===== src/rtl/pong_tick_gen.sv =====
// Multi-channel tick/strobe generator with retriggerable buzzer burst engine for Pong.
// Optional build macro TICKGEN_PAUSE_MASK_EN adds a per-channel pause_mask input.
module pong_tick_gen #(
  parameter int unsigned N_CH          = 4,
  parameter int unsigned CNT_W         = 24,
  parameter int unsigned TONE_W        = 16,
  parameter int unsigned PAD_TONE_BIT  = 15,
  parameter int unsigned WALL_TONE_BIT = 12,
  parameter int unsigned BURST_LEN     = 8
) (
  input  logic                    clk,
  input  logic                    reset,
  input  logic                    pause,
  input  logic                    restart,
  input  logic [N_CH*CNT_W-1:0]   div,
  input  logic [N_CH-1:0]         ch_en,
`ifdef TICKGEN_PAUSE_MASK_EN
  input  logic [N_CH-1:0]         pause_mask,
`endif
  input  logic                    trig_pad,
  input  logic                    trig_wall,
  output logic [N_CH-1:0]         tick,
  output logic [N_CH-1:0]         toggle,
  output logic                    buzz,
  output logic                    buzz_busy
);

  localparam int unsigned BL_W = 8;

  logic [CNT_W-1:0]  cnt_q [N_CH];
  logic [CNT_W-1:0]  cnt_d [N_CH];
  logic [N_CH-1:0]   tick_q, tick_d;
  logic [N_CH-1:0]   tog_q, tog_d;
  logic [N_CH-1:0]   frz;
  logic [TONE_W-1:0] tone_q, tone_d;
  logic [BL_W-1:0]   burst_q, burst_d;
  logic              busy_q, busy_d;
  logic              sel_wall_q, sel_wall_d;
  logic              buzz_q, buzz_d;
  logic              trig_any;
  logic              burst_dec;
  logic              tone_bit;

`ifdef TICKGEN_PAUSE_MASK_EN
  assign frz = {N_CH{pause}} & pause_mask;
`else
  assign frz = {N_CH{pause}};
`endif

  // Per-channel divider: wrap and strobe once cnt reaches the live divisor.
  always_comb begin
    for (int i = 0; i < N_CH; i++) begin
      cnt_d[i]  = cnt_q[i];
      tick_d[i] = 1'b0;
      tog_d[i]  = tog_q[i];
      if (restart) begin
        cnt_d[i] = '0;
        tog_d[i] = 1'b0;
      end else if (ch_en[i] && !frz[i]) begin
        if (cnt_q[i] >= div[i*CNT_W +: CNT_W]) begin
          cnt_d[i]  = '0;
          tick_d[i] = 1'b1;
          tog_d[i]  = ~tog_q[i];
        end else begin
          cnt_d[i] = cnt_q[i] + CNT_W'(1);
        end
      end
    end
  end

  // Tone counter, burst engine and gated buzzer; all frozen by pause.
  always_comb begin
    tone_d     = pause ? tone_q : tone_q + TONE_W'(1);
    burst_d    = burst_q;
    busy_d     = busy_q;
    sel_wall_d = sel_wall_q;
    trig_any   = (trig_pad || trig_wall) && !pause;
    burst_dec  = busy_q && tick_q[0] && ch_en[0] && !pause;
    if (trig_any) begin
      burst_d    = BL_W'(BURST_LEN);
      busy_d     = 1'b1;
      sel_wall_d = !trig_pad;
    end else if (burst_dec) begin
      burst_d = burst_q - BL_W'(1);
      busy_d  = (burst_q != BL_W'(1));
    end
    tone_bit = sel_wall_q ? tone_q[WALL_TONE_BIT] : tone_q[PAD_TONE_BIT];
    buzz_d   = busy_q && tone_bit && !pause;
  end

  always_ff @(posedge clk) begin
    if (reset) begin
      for (int i = 0; i < N_CH; i++) cnt_q[i] <= '0;
      tick_q     <= '0;
      tog_q      <= '0;
      tone_q     <= '0;
      burst_q    <= '0;
      busy_q     <= 1'b0;
      sel_wall_q <= 1'b0;
      buzz_q     <= 1'b0;
    end else begin
      for (int i = 0; i < N_CH; i++) cnt_q[i] <= cnt_d[i];
      tick_q     <= tick_d;
      tog_q      <= tog_d;
      tone_q     <= tone_d;
      burst_q    <= burst_d;
      busy_q     <= busy_d;
      sel_wall_q <= sel_wall_d;
      buzz_q     <= buzz_d;
    end
  end

  assign tick      = tick_q;
  assign toggle    = tog_q;
  assign buzz      = buzz_q;
  assign buzz_busy = busy_q;

endmodule


===== config.mk =====
export PLATFORM = sky130hd
export DESIGN_NAME = pong_tick_gen
export DESIGN_NICKNAME = d
export VERILOG_FILES = /design/src/rtl/pong_tick_gen.sv
export SDC_FILE = /design/constraint.sdc
export NUM_CORES = 1
export LEC_CHECK = 0
export CORE_MARGIN = 4
export CORE_UTILIZATION = 51
export DETAILED_ROUTE_END_ITERATION = 8
export PLACE_DENSITY = 0.78
export SLEW_MARGIN = 25
export SYNTH_ARGS = -nofsm -noshare
export SYNTH_HDL_FRONTEND = slang
export SYNTH_SLANG_ARGS = --single-unit

===== constraint.sdc =====
create_clock -name clk -period 2.1 [get_ports clk]
set_input_delay 0.42 -clock clk [delete_from_list [all_inputs] [get_ports clk]]
set_output_delay 0.42 -clock clk [all_outputs]
set_load 0.01 [all_outputs]

==> results of run 1 <==
## registers in the layout, indices dropped and copies added (netlist names)
| name | cells |
|---|---|
| cnt_q | 96 |
| tone_q | 16 |
| buzz | 1 |
| tick | 4 |
| buzz_busy | 1 |
| burst_q | 8 |
| toggle | 4 |
| sel_wall_q | 1 |
## layout by cell type (no fill, tap or decap), types with 13 or more instances in the layout
| cell | Yosys | layout |
|---|---|---|
| buf_4 | 0 | 128 |
| dfxtp_1 | 131 | 93 |
| nand2_1 | 92 | 84 |
| inv_1 | 104 | 59 |
| nand3_1 | 59 | 57 |
| ha_4 | 0 | 57 |
| clkdlybuf4s50_1 | 0 | 54 |
| dlygate4sd2_1 | 0 | 50 |
| nor2_1 | 50 | 45 |
| a21oi_1 | 59 | 44 |
| inv_2 | 1 | 43 |
| xor2_1 | 43 | 42 |
| ha_1 | 103 | 42 |
| nand4_1 | 41 | 41 |
| xnor2_1 | 38 | 38 |
| dfxtp_2 | 0 | 33 |
| nor3_2 | 4 | 28 |
| and3_1 | 27 | 27 |
| or3_1 | 25 | 24 |
| nor3_1 | 64 | 21 |
| a21o_1 | 19 | 19 |
| nor3_4 | 0 | 19 |
| clkbuf_16 | 0 | 18 |
| buf_6 | 1 | 13 |
## power breakdown
group	switching (mW)	internal, mW	leakage [nW]	total, mW
Sequential	0.0118	2.49	1.08	2.50
Combinational	0.326	0.323	4.08	0.649
Clock	1.09	1.70	0.268	2.79
Total	1.43	4.51	5.43	5.94
## cell type report
class	instances	share of cell area (%)
clock buffers	29	4.03
clock inverters	3	0.133
inverters	105	3.11
multi-input cells	777	52.1
flip-flops and latches	131	20.4
well taps	220	2.09
repair buffers	264	18.2
## routing by layer
layer	GRT usage, %	share of wire (%)	up-vias
met5	0	0.043	-
met4	13.2	3.2	2
met3	4.93	5.6	91
met2	48.5	51	359
met1	32.1	40	4201
li1	-	-	4215
## cell families (layout without fill, tap and decap cells)
kind of cell	Yosys count	count (layout)
AO/OA/AOI/OAI	149	149
flip-flops	131	131
AND/OR/NAND/NOR	438	438
adder cells (fa/ha/maj)	103	103
multiplexers	6	6
XOR/XNOR	81	81
buffers and inverters	135	401
## timing repair
action / CTS / global route
gates cloned: 7 / 1
pin swaps: 97 / 66
resized for setup: 203 / 159
endpoints found under the setup margin: 100 / 99
setup buffers: 21 / 13
hold endpoints to repair: 0 / 0
## path summary, 6_finish.rpt
path | startpoint | to | slack [ns] | cells past startpoint
setup / recovery | div[14] | cnt_q[0][19]$_SDFFE_PP0P_ | -0.14 | 9
hold / removal | burst_q[2]$_SDFFE_PP0P_ | burst_q[2]$_SDFFE_PP0P_ | 0.48 | 2
setup reg to reg | cnt_q[3][15]$_SDFFE_PP0P_ | toggle[3]$_SDFFE_PP0P_ | -0.13 | 8
hold reg to reg | burst_q[2]$_SDFFE_PP0P_ | burst_q[2]$_SDFFE_PP0P_ | 0.48 | 2
## worst max-delay path: stages
cell and delay, ns:
clkdlybuf4s50_1 0.47, inv_1 0.05, ha_1 0.31, o21ai_0 0.30, nor2_2 0.11, o311a_4 0.36, buf_6 0.14, a211o_1 0.27
a21oi_1 0.15
==> results.md, run 1 <==
- Final min period: 2.24 ns
- Avg WL per Cell: 18.1 µm
- Clock Tree Buf Depth: 2
- RSZ-0062 raised after global routing: true
- Number of synthesis warnings: 0
- Slew HR: 51.6%
- Area of the multi-input gates: 6860 µm²
- Final setup vio count: 61
- Detail Route Antenna Nets: 0
- FF/Latch Area: 2680 µm²
- Worst-path fanout max: 4
- Most frequent cell after synthesis: dfxtp_1
- Worst Skew: 0.00918 ns
- Starting Density: 51.8%
- Synth top cells by count: dfxtp_1 (131), inv_1 (104), ha_1 (103)
- Cell taking the most area after synthesis: dfxtp_1
- Avg Inst Size Synth: 8.18 µm²
- Main synth FF type: dfxtp_1
- DRT Pass-1 Iters: 5
- Site Rows: 47
- # clock sinks: 131
- Max IR drop VDD: 0.000615 V
- XOR/XNOR Fraction of Synth Area: 8.31%
- Final Hold Slack: 0.477 ns
- Mux share of post-synthesis cell area: 0.704%
- CTS tree: built
- Skew-Pair Late Insertion Delay: 0.43 ns
- Synthesized area: 8540 µm²
- Global-route wire length before repair: 41.9 mm
- Drt via density: 5.80
- Drt drc: 0
- Complex-gate fraction of the synthesized area: 11.5%
- Cell Pwr Density: 451 nW/µm²
- Crit Path Class: in2reg
- Congestion Overflow GR: 0
- Post-synthesis sequential area ratio: 30.7%
- Die X-Extent: 137 µm
- Max Fclk: 447 MHz
- WL final: 27.8 mm
- Final Util: 79.9%
- CTS buffer count: 17
- Worst setup EP type: flip-flop
- Adder-cell area share of the yosys netlist: 15.1%
- H-tree levels: 4
- Area Growth Syn to Fin: 54.2%
- Initial antenna violation count: 1
- Fraction of layout cells with a size suffix above 1: 34.0%
- Finished Layout Cells: 1529
- Status: complete, but fails checks
- Share of the synthesized area in the top cell type: 30.7%
- Asr flop ratio synth: 0%
- Largest family of logic cells by synthesized area: simple AND/OR/NAND/NOR gates
- TNS Setup: -4.02 ns
- DP HPWL: 16.1 mm
- Placed cell areas: 10900 µm²
- Post-Layout Inst Area: 13200 µm²
- Drt initial violations: 793
- Final Hold Viols: 0
- Worst-margin pin slew: 0.725 ns
- Max cap viols: 0
- Setup ws final: -0.137 ns
- # IOs: 116
- Vias: 8868
- Setup slack at placement: -0.701 ns
- Cell variety after synth: 62
- Die Area: 18900 µm²
- Post-Syn Instances: 1043
- Die Span Y: 137 µm
- Clk Tree Root Cell: clkbuf_16
- Hold_buf cts: 0
- CP required: 2.43 ns
- Failing checks: negative setup slack
- Critical Path AT: 2.57 ns
- Total power: 5.94 mW
- Yosys reg bits: 131
- Leakage: 5.43 nW
- Global Route Usage Sum: 27.5%
- Post-placement cell count: 1463
- Synth top area cells: dfxtp_1 (31%), ha_1 (15%), inv_1 (4.6%)
- CP Launch Type: input port
- Reg clk slew, reported paths: 0.05 ns
- Net count, final: 1505
- Vias in the first global route: 8878
- Pins Over Slew Limit: 0
- Simple-gate share of the synthesized area: 27.5%
- Fin crit share: 107%
- Number of port buffers: 115
- Antenna diodes: 0
- EDFF count, synth: 0
- Layout fillers: 1003
- Largest net degree at the start of global routing: 55
- Final GP Congestion: 0.865
- Syn Nets: 1252
- Hold Path Class: reg2reg
- Core Footprint: 16500 µm²
No activity file was read; power rests on OpenSTA's default activity.
==> inputs of run 2 (changes only) <==
--- a/config.mk
+++ b/config.mk
@@ -8,7 +8,7 @@
 export CORE_MARGIN = 4
 export CORE_UTILIZATION = 51
 export DETAILED_ROUTE_END_ITERATION = 8
-export PLACE_DENSITY = 0.78
+export PLACE_DENSITY_LB_ADDON = 0.12
 export SLEW_MARGIN = 25
 export SYNTH_ARGS = -nofsm -noshare
 export SYNTH_HDL_FRONTEND = slang
==> run 2 against run 1 <==
  * The run still ends with negative setup slack left
  * Non-clock buffer count grew 23
  * Sequential power is essentially flat
  * Highest routed layer is now met4
  * Via count shrank 4.2%
  * First-iteration DRC count shrank 30%
  * Worst hold slack lost 0.0066 ns
  * Die area is the same
  * Count of clock-buffer cells in the layout shrank 9
  * Maximum frequency grew 2.0%
  * Critical path depth grew 2
  * Register-to-register slack gained 0.04 ns
  * Largest power group unchanged
  * Utilization shrank 1.0 points
  * Clock power shrank 2%
==> results.md, run 2 (synthesis gave the netlist of run 1 again) <==
- Die X-Extent: 137 µm
- H-tree levels: 4
- Layout fillers: 1104
- Failing checks: negative setup slack
- Antenna diodes: 0
- Final setup vio count: 25
- Drt initial violations: 557
- RSZ-0062 raised after global routing: true
- Drt drc: 0
- Fin crit share: 104%
- Pins Over Slew Limit: 0
- Global-route wire length before repair: 35.9 mm
- # IOs: 116
- CP Launch Type: input port
- TNS Setup: -1.43 ns
- Worst setup EP type: flip-flop
- Die Area: 18900 µm²
- Skew-Pair Late Insertion Delay: 0.43 ns
- Regs by FF count: cnt_q: 96 flops, tone_q: 16 flops, burst_q: 8 flops
- Final Util: 78.9%
- Die Span Y: 137 µm
- Congestion Overflow GR: 0
- WP buf/inv: 4
- # clock sinks: 131
- Area Growth Syn to Fin: 52.3%
- CP required: 2.44 ns
- Number of port buffers: 115
- Slew HR: 68.5%
- Global Route Usage Sum: 23.3%
- Detail Route Antenna Nets: 0
- Net count, final: 1528
- Worst path max stage delay: 0.46 ns
- Starting Density: 51.8%
- WL final: 24.0 mm
- Worst Skew: 0.0107 ns
- Clock Tree Buf Depth: 2
- Vias in the first global route: 7959
- Drt via density: 5.47
- Core Footprint: 16500 µm²
- Final min period: 2.19 ns
- DRT Pass-1 Iters: 5
- Crit Path Class: in2reg
- Setup ws final: -0.0935 ns
- Worst-margin pin slew: 0.473 ns
- Fraction of layout cells with a size suffix above 1: 32.7%
- Hold_buf cts: 0
- Worst-path fanout max: 6
- CTS tree: built
- Slowest cell on the critical path: clkdlybuf4s50_1
- Site Rows: 47
- Final Hold Slack: 0.471 ns
- Max IR drop VDD: 0.000593 V
- Final GP Congestion: 0.888
- Cell Pwr Density: 450 nW/µm²
- Leakage: 5.56 nW
- CP top delay family: compound AO/OA/AOI/OAI gates
- Crit-path cells: clkdlybuf4s50_1 > inv_1 > ha_2 > a211o_1 > a31oi_1 > o311a_1 > o211a_1 > a21oi_4 > buf_4 > buf_16 > nor3_1
- Commonest non-fill, non-tap cells in the layout: buf_4 (154), dfxtp_1 (104), nand2_1 (85), inv_1 (62), nand3_1 (58)
- CTS buffer count: 17
- Most common cell after layout, fill and taps aside: buf_4
- Max cap viols: 0
- Reg clk slew, reported paths: 0.06 ns
- Critical Path AT: 2.54 ns
- DP HPWL: 15.9 mm
- Status: complete, but fails checks
- Clk Tree Root Cell: clkbuf_16
- Avg WL per Cell: 15.5 µm
- Vias: 8492
- Biggest register: cnt_q
- Max Fclk: 456 MHz
- Largest net degree at the start of global routing: 36
- Final Hold Viols: 0
- Largest register FFs: 96
- Hold Path Class: reg2reg
- Initial antenna violation count: 0
run 2: worst paths after layout:
check,startpoint,to,slack [ns],cells past startpoint
worst max-delay path,div[51],cnt_q[2][20]$_SDFFE_PP0P_,-0.09,11
worst max register to register,cnt_q[2][18]$_SDFFE_PP0P_,cnt_q[2][23]$_SDFFE_PP0P_,-0.09,9
worst min-delay path,toggle[1]$_SDFFE_PP0P_,toggle[1]$_SDFFE_PP0P_,0.47,2
worst min register to register,toggle[1]$_SDFFE_PP0P_,toggle[1]$_SDFFE_PP0P_,0.47,2
run 2: timing repair:
item,in CTS,in global routing
setup buffers,9,20
pin swaps,76,72
setup endpoints to repair,96,95
cloned,2,3
gates resized for setup,139,153
run 2: metrics by stage:
stage                     setup slack, ns  power [mW]  cell area [µm²]  cells
after floorplan                   -0.0388        2.78             8680   1043
after global placement             -0.654        3.09            11000   1487
after detailed placement           -0.732        3.10            11000   1487
after CTS                         -0.0380        5.81            12100   1530
after global routing               -0.196        6.04            13000   1552
final                             -0.0935        5.85            13000   1552
run 2: worst reg2reg max path: stages, from the launching register on:
cell and delay [ns]:
dfxtp_2 0.34, ha_4 0.27, nand4_1 0.14, nor4_2 0.33
nand2_1 0.13, o211a_1 0.30, a21oi_4 0.20, buf_4 0.16
clkbuf_16 0.14, nor3_1 0.05
run 2: routing by layer:
metal / vias up / GRT usage [%] / share of wire, %
met5: - / 0 / 0
met4: 0 / 7.26 / 1.7
met3: 39 / 3.62 / 3.9
met2: 192 / 40.8 / 51
met1: 4005 / 29.5 / 44
li1: 4256 / - / -
run 2: area by class of cell:
class	count	area [µm²]	share of cell area, %
clock buffer	20	457	3.51
clock inverter	12	83.8	0.645
inverter	105	409	3.15
multi-input combinational	777	6530	50.3
sequential	131	2660	20.5
tap	220	275	2.12
timing repair buffer	287	2580	19.8
run 2: power by group:
part,internal [mW],switching (mW)
registers,2.49,0.0114
logic,0.321,0.291
clock network,1.56,1.16
total,4.38,1.47
==> inputs of run 3 (changes only) <==
--- a/config.mk
+++ b/config.mk
@@ -6,9 +6,10 @@
 export NUM_CORES = 1
 export LEC_CHECK = 0
 export CORE_MARGIN = 4
-export CORE_UTILIZATION = 51
+export CORE_UTILIZATION = 50
 export DETAILED_ROUTE_END_ITERATION = 8
 export PLACE_DENSITY_LB_ADDON = 0.12
+export SKIP_LAST_GASP = 1
 export SLEW_MARGIN = 25
 export SYNTH_ARGS = -nofsm -noshare
 export SYNTH_HDL_FRONTEND = slang
==> run 3 against run 2 <==
  * The run still ends with negative setup slack left
  * Utilization is 1.5 points lower
  * Maximum frequency is 0.12% higher
  * Non-clock buffer count is 16 lower
  * Critical path depth is 3 lower
  * Clock skew is 0.0042 ns lower
  * Sequential cell count stayed put
  * Setup slack better by 0.0027 ns
  * Via count is 0.13% higher
  * Power is 5.8% higher
  * Highest routed layer unchanged
==> results.md, run 3 (synthesis gave the netlist of run 1 again) <==
- Final setup vio count: 31
- Antenna diodes: 0
- Max cap viols: 0
- Detail Route Antenna Nets: 0
- Reg clk slew, reported paths: 0.05 ns
- Biggest register: cnt_q
- Site Rows: 47
- Global-route wire length before repair: 37.8 mm
- Fraction of layout cells with a size suffix above 1: 30.2%
- Placed cell areas: 11000 µm²
- Leakage: 5.46 nW
- WL met3: 841 µm
- DP HPWL: 16.0 mm
- Max IR drop VDD: 0.000645 V
- Die Area: 19200 µm²
- Worst-path fanout max: 6
- Final Util: 77.4%
- CTS tree: built
- Drt drc: 0
- Clock Tree Buf Depth: 2
- Worst Skew: 0.00647 ns
- Setup ws final: -0.0908 ns
- Post-Layout Inst Area: 12900 µm²
- # IOs: 116
- DRT Pass-1 Iters: 5
- Final Hold Viols: 0
- Hold Crit Depth: 2
- Vias: 8503
- Clk Tree Root Cell: clkbuf_16
- Pins Over Slew Limit: 0
- Slew HR: 54.3%
- Worst setup EP type: flip-flop
- Worst-margin pin slew: 0.685 ns
- Setup slack at placement: -0.731 ns
- Crit Path Class: reg2reg
- Hold Path Class: reg2reg
- RSZ-0062 raised after global routing: true
- Final GP Congestion: 0.826
- R2R depth: 8
- Critical Path AT: 2.53 ns
- Avg WL per Cell: 15.9 µm
- CP top delay family: simple AND/OR/NAND/NOR gates
- Slowest cell on the critical path: dfxtp_2
- Number of port buffers: 115
- Global Route Usage Sum: 23.2%
- Reg-to-reg slack, setup: -0.09 ns
- Top layer in use: met4
- CP Launch Type: flip-flop
- Length of routed wiring on met1: 10.7 mm
- WL final: 24.4 mm
- Final min period: 2.19 ns
- Failing checks: negative setup slack
- Drt initial violations: 484
- Starting Density: 51.3%
- Largest net degree at the start of global routing: 48
- Initial antenna violation count: 0
- Worst path max stage delay: 0.35 ns
- Net count, final: 1512
- # clock sinks: 131
- Largest register FFs: 96
- Max Fclk: 456 MHz
- CTS buffer count: 17
- Crit-path cells: ha_4 > nand4_1 > nor4_4 > nand4_1 > o211a_4 > a21oi_4 > buf_6 > mux2i_1
- Regs by FF count: cnt_q: 96 flops, tone_q: 16 flops, burst_q: 8 flops
- DR WL met2: 12.4 mm
- R2R Path Start: cnt_q[3][21]$_SDFFE_PP0P_
- Commonest non-fill, non-tap cells in the layout: buf_4 (139), dfxtp_1 (111), nand2_1 (85), inv_1 (64), clkdlybuf4s50_1 (63)
- Status: complete, but fails checks
- Die Span Y: 139 µm
- Min-Delay Endpoint: toggle[0]$_SDFFE_PP0P_
- Vias in the first global route: 8059
- Worst hold start: toggle[0]$_SDFFE_PP0P_
- CP required: 2.44 ns
- Skew-Pair Late Insertion Delay: 0.42 ns
- Area Growth Syn to Fin: 50.9%
- Final Hold Slack: 0.471 ns
- Congestion Overflow GR: 0
- H-tree levels: 4
- R2R Path End: toggle[3]$_SDFFE_PP0P_
- Core Footprint: 16600 µm²
- Critical path's most frequent cell: nand4_1
- Drt via density: 5.54
- Cell Pwr Density: 480 nW/µm²
- Layout fillers: 1162
- Most common cell after layout, fill and taps aside: buf_4
- Fin crit share: 104%
- WP buf/inv: 1
- Die X-Extent: 139 µm
- TNS Setup: -1.40 ns
## run 3: changes by cell type in the layout (fill, tap and decap cells not counted), sizes merged, moves of 3 or more
cell / before / now
bufinv: 0 / 3
buf: 170 / 156
dlymetal6s2s: 21 / 17
clkdlybuf4s50: 55 / 63
clkinvlp: 5 / 2
dlygate4sd2: 38 / 35
## run 3: repair_timing
item / 4_1_cts / 5_1_grt
setup endpoints to repair: 101 / 101
hold endpoints to repair: 0 / 0
buffers inserted: 14 / 11
pin swaps: 81 / 74
cloned: 4 / 1
resized for setup: 150 / 122
hold buffers: 0 / 0
## run 3: layer usage
metal  up-vias  GRT usage (%)
li1       4215              -
met4         0           8.03
met3        42           3.76
met5         -              0
met2       190           40.6
met1      4056           29.0
## run 3: worst register-to-register path, delay by kind of cell, from the launching register on
kind,cells,cell delay (ns)
AO/OA/AOI/OAI,2,0.47
adder cells (fa/ha/maj),1,0.27
buffers and inverters,1,0.16
flip-flops,1,0.35
multiplexers,1,0.18
AND/OR/NAND/NOR,3,0.70
## run 3: worst max-delay path by stage
| stage | startpoint | to | slack, ns | depth (start not counted) |
|---|---|---|---|---|
| after floorplan | div[86] | cnt_q[3][14]$_SDFFE_PP0P_ | -0.04 | 9 |
| after global placement | div[86] | cnt_q[3][10]$_SDFFE_PP0P_ | -0.61 | 10 |
| after detailed placement | div[86] | cnt_q[3][12]$_SDFFE_PP0P_ | -0.73 | 10 |
| after CTS | cnt_q[3][22]$_SDFFE_PP0P_ | toggle[3]$_SDFFE_PP0P_ | -0.09 | 8 |
| after global routing | cnt_q[3][21]$_SDFFE_PP0P_ | toggle[3]$_SDFFE_PP0P_ | -0.19 | 8 |
| final | cnt_q[3][21]$_SDFFE_PP0P_ | toggle[3]$_SDFFE_PP0P_ | -0.09 | 8 |
## run 3: metrics by stage
stage               power, mW  std cells
finish                   6.18       1536
CTS                      6.17       1527
detailed placement       3.10       1479
global placement         3.09       1479
floorplan                2.78       1043
global route             6.40       1536
## run 3: report_power, final
part	total [mW]	switching [mW]	leakage (nW)	internal, mW
Combinational	0.628	0.298	4.10	0.330
Clock	3.05	1.10	0.296	1.95
Sequential	2.51	0.0119	1.07	2.50
Total	6.18	1.41	5.46	4.77
## run 3: final cells by class
class / count / area [µm²] / area share [%]
sequential: 131 / 2650 / 20.6
inverter: 105 / 409 / 3.18
tap: 220 / 275 / 2.14
clock buffer: 22 / 474 / 3.68
clock inverter: 10 / 130 / 1.01
multi-input combinational: 777 / 6530 / 50.7
timing repair buffer: 271 / 2410 / 18.7
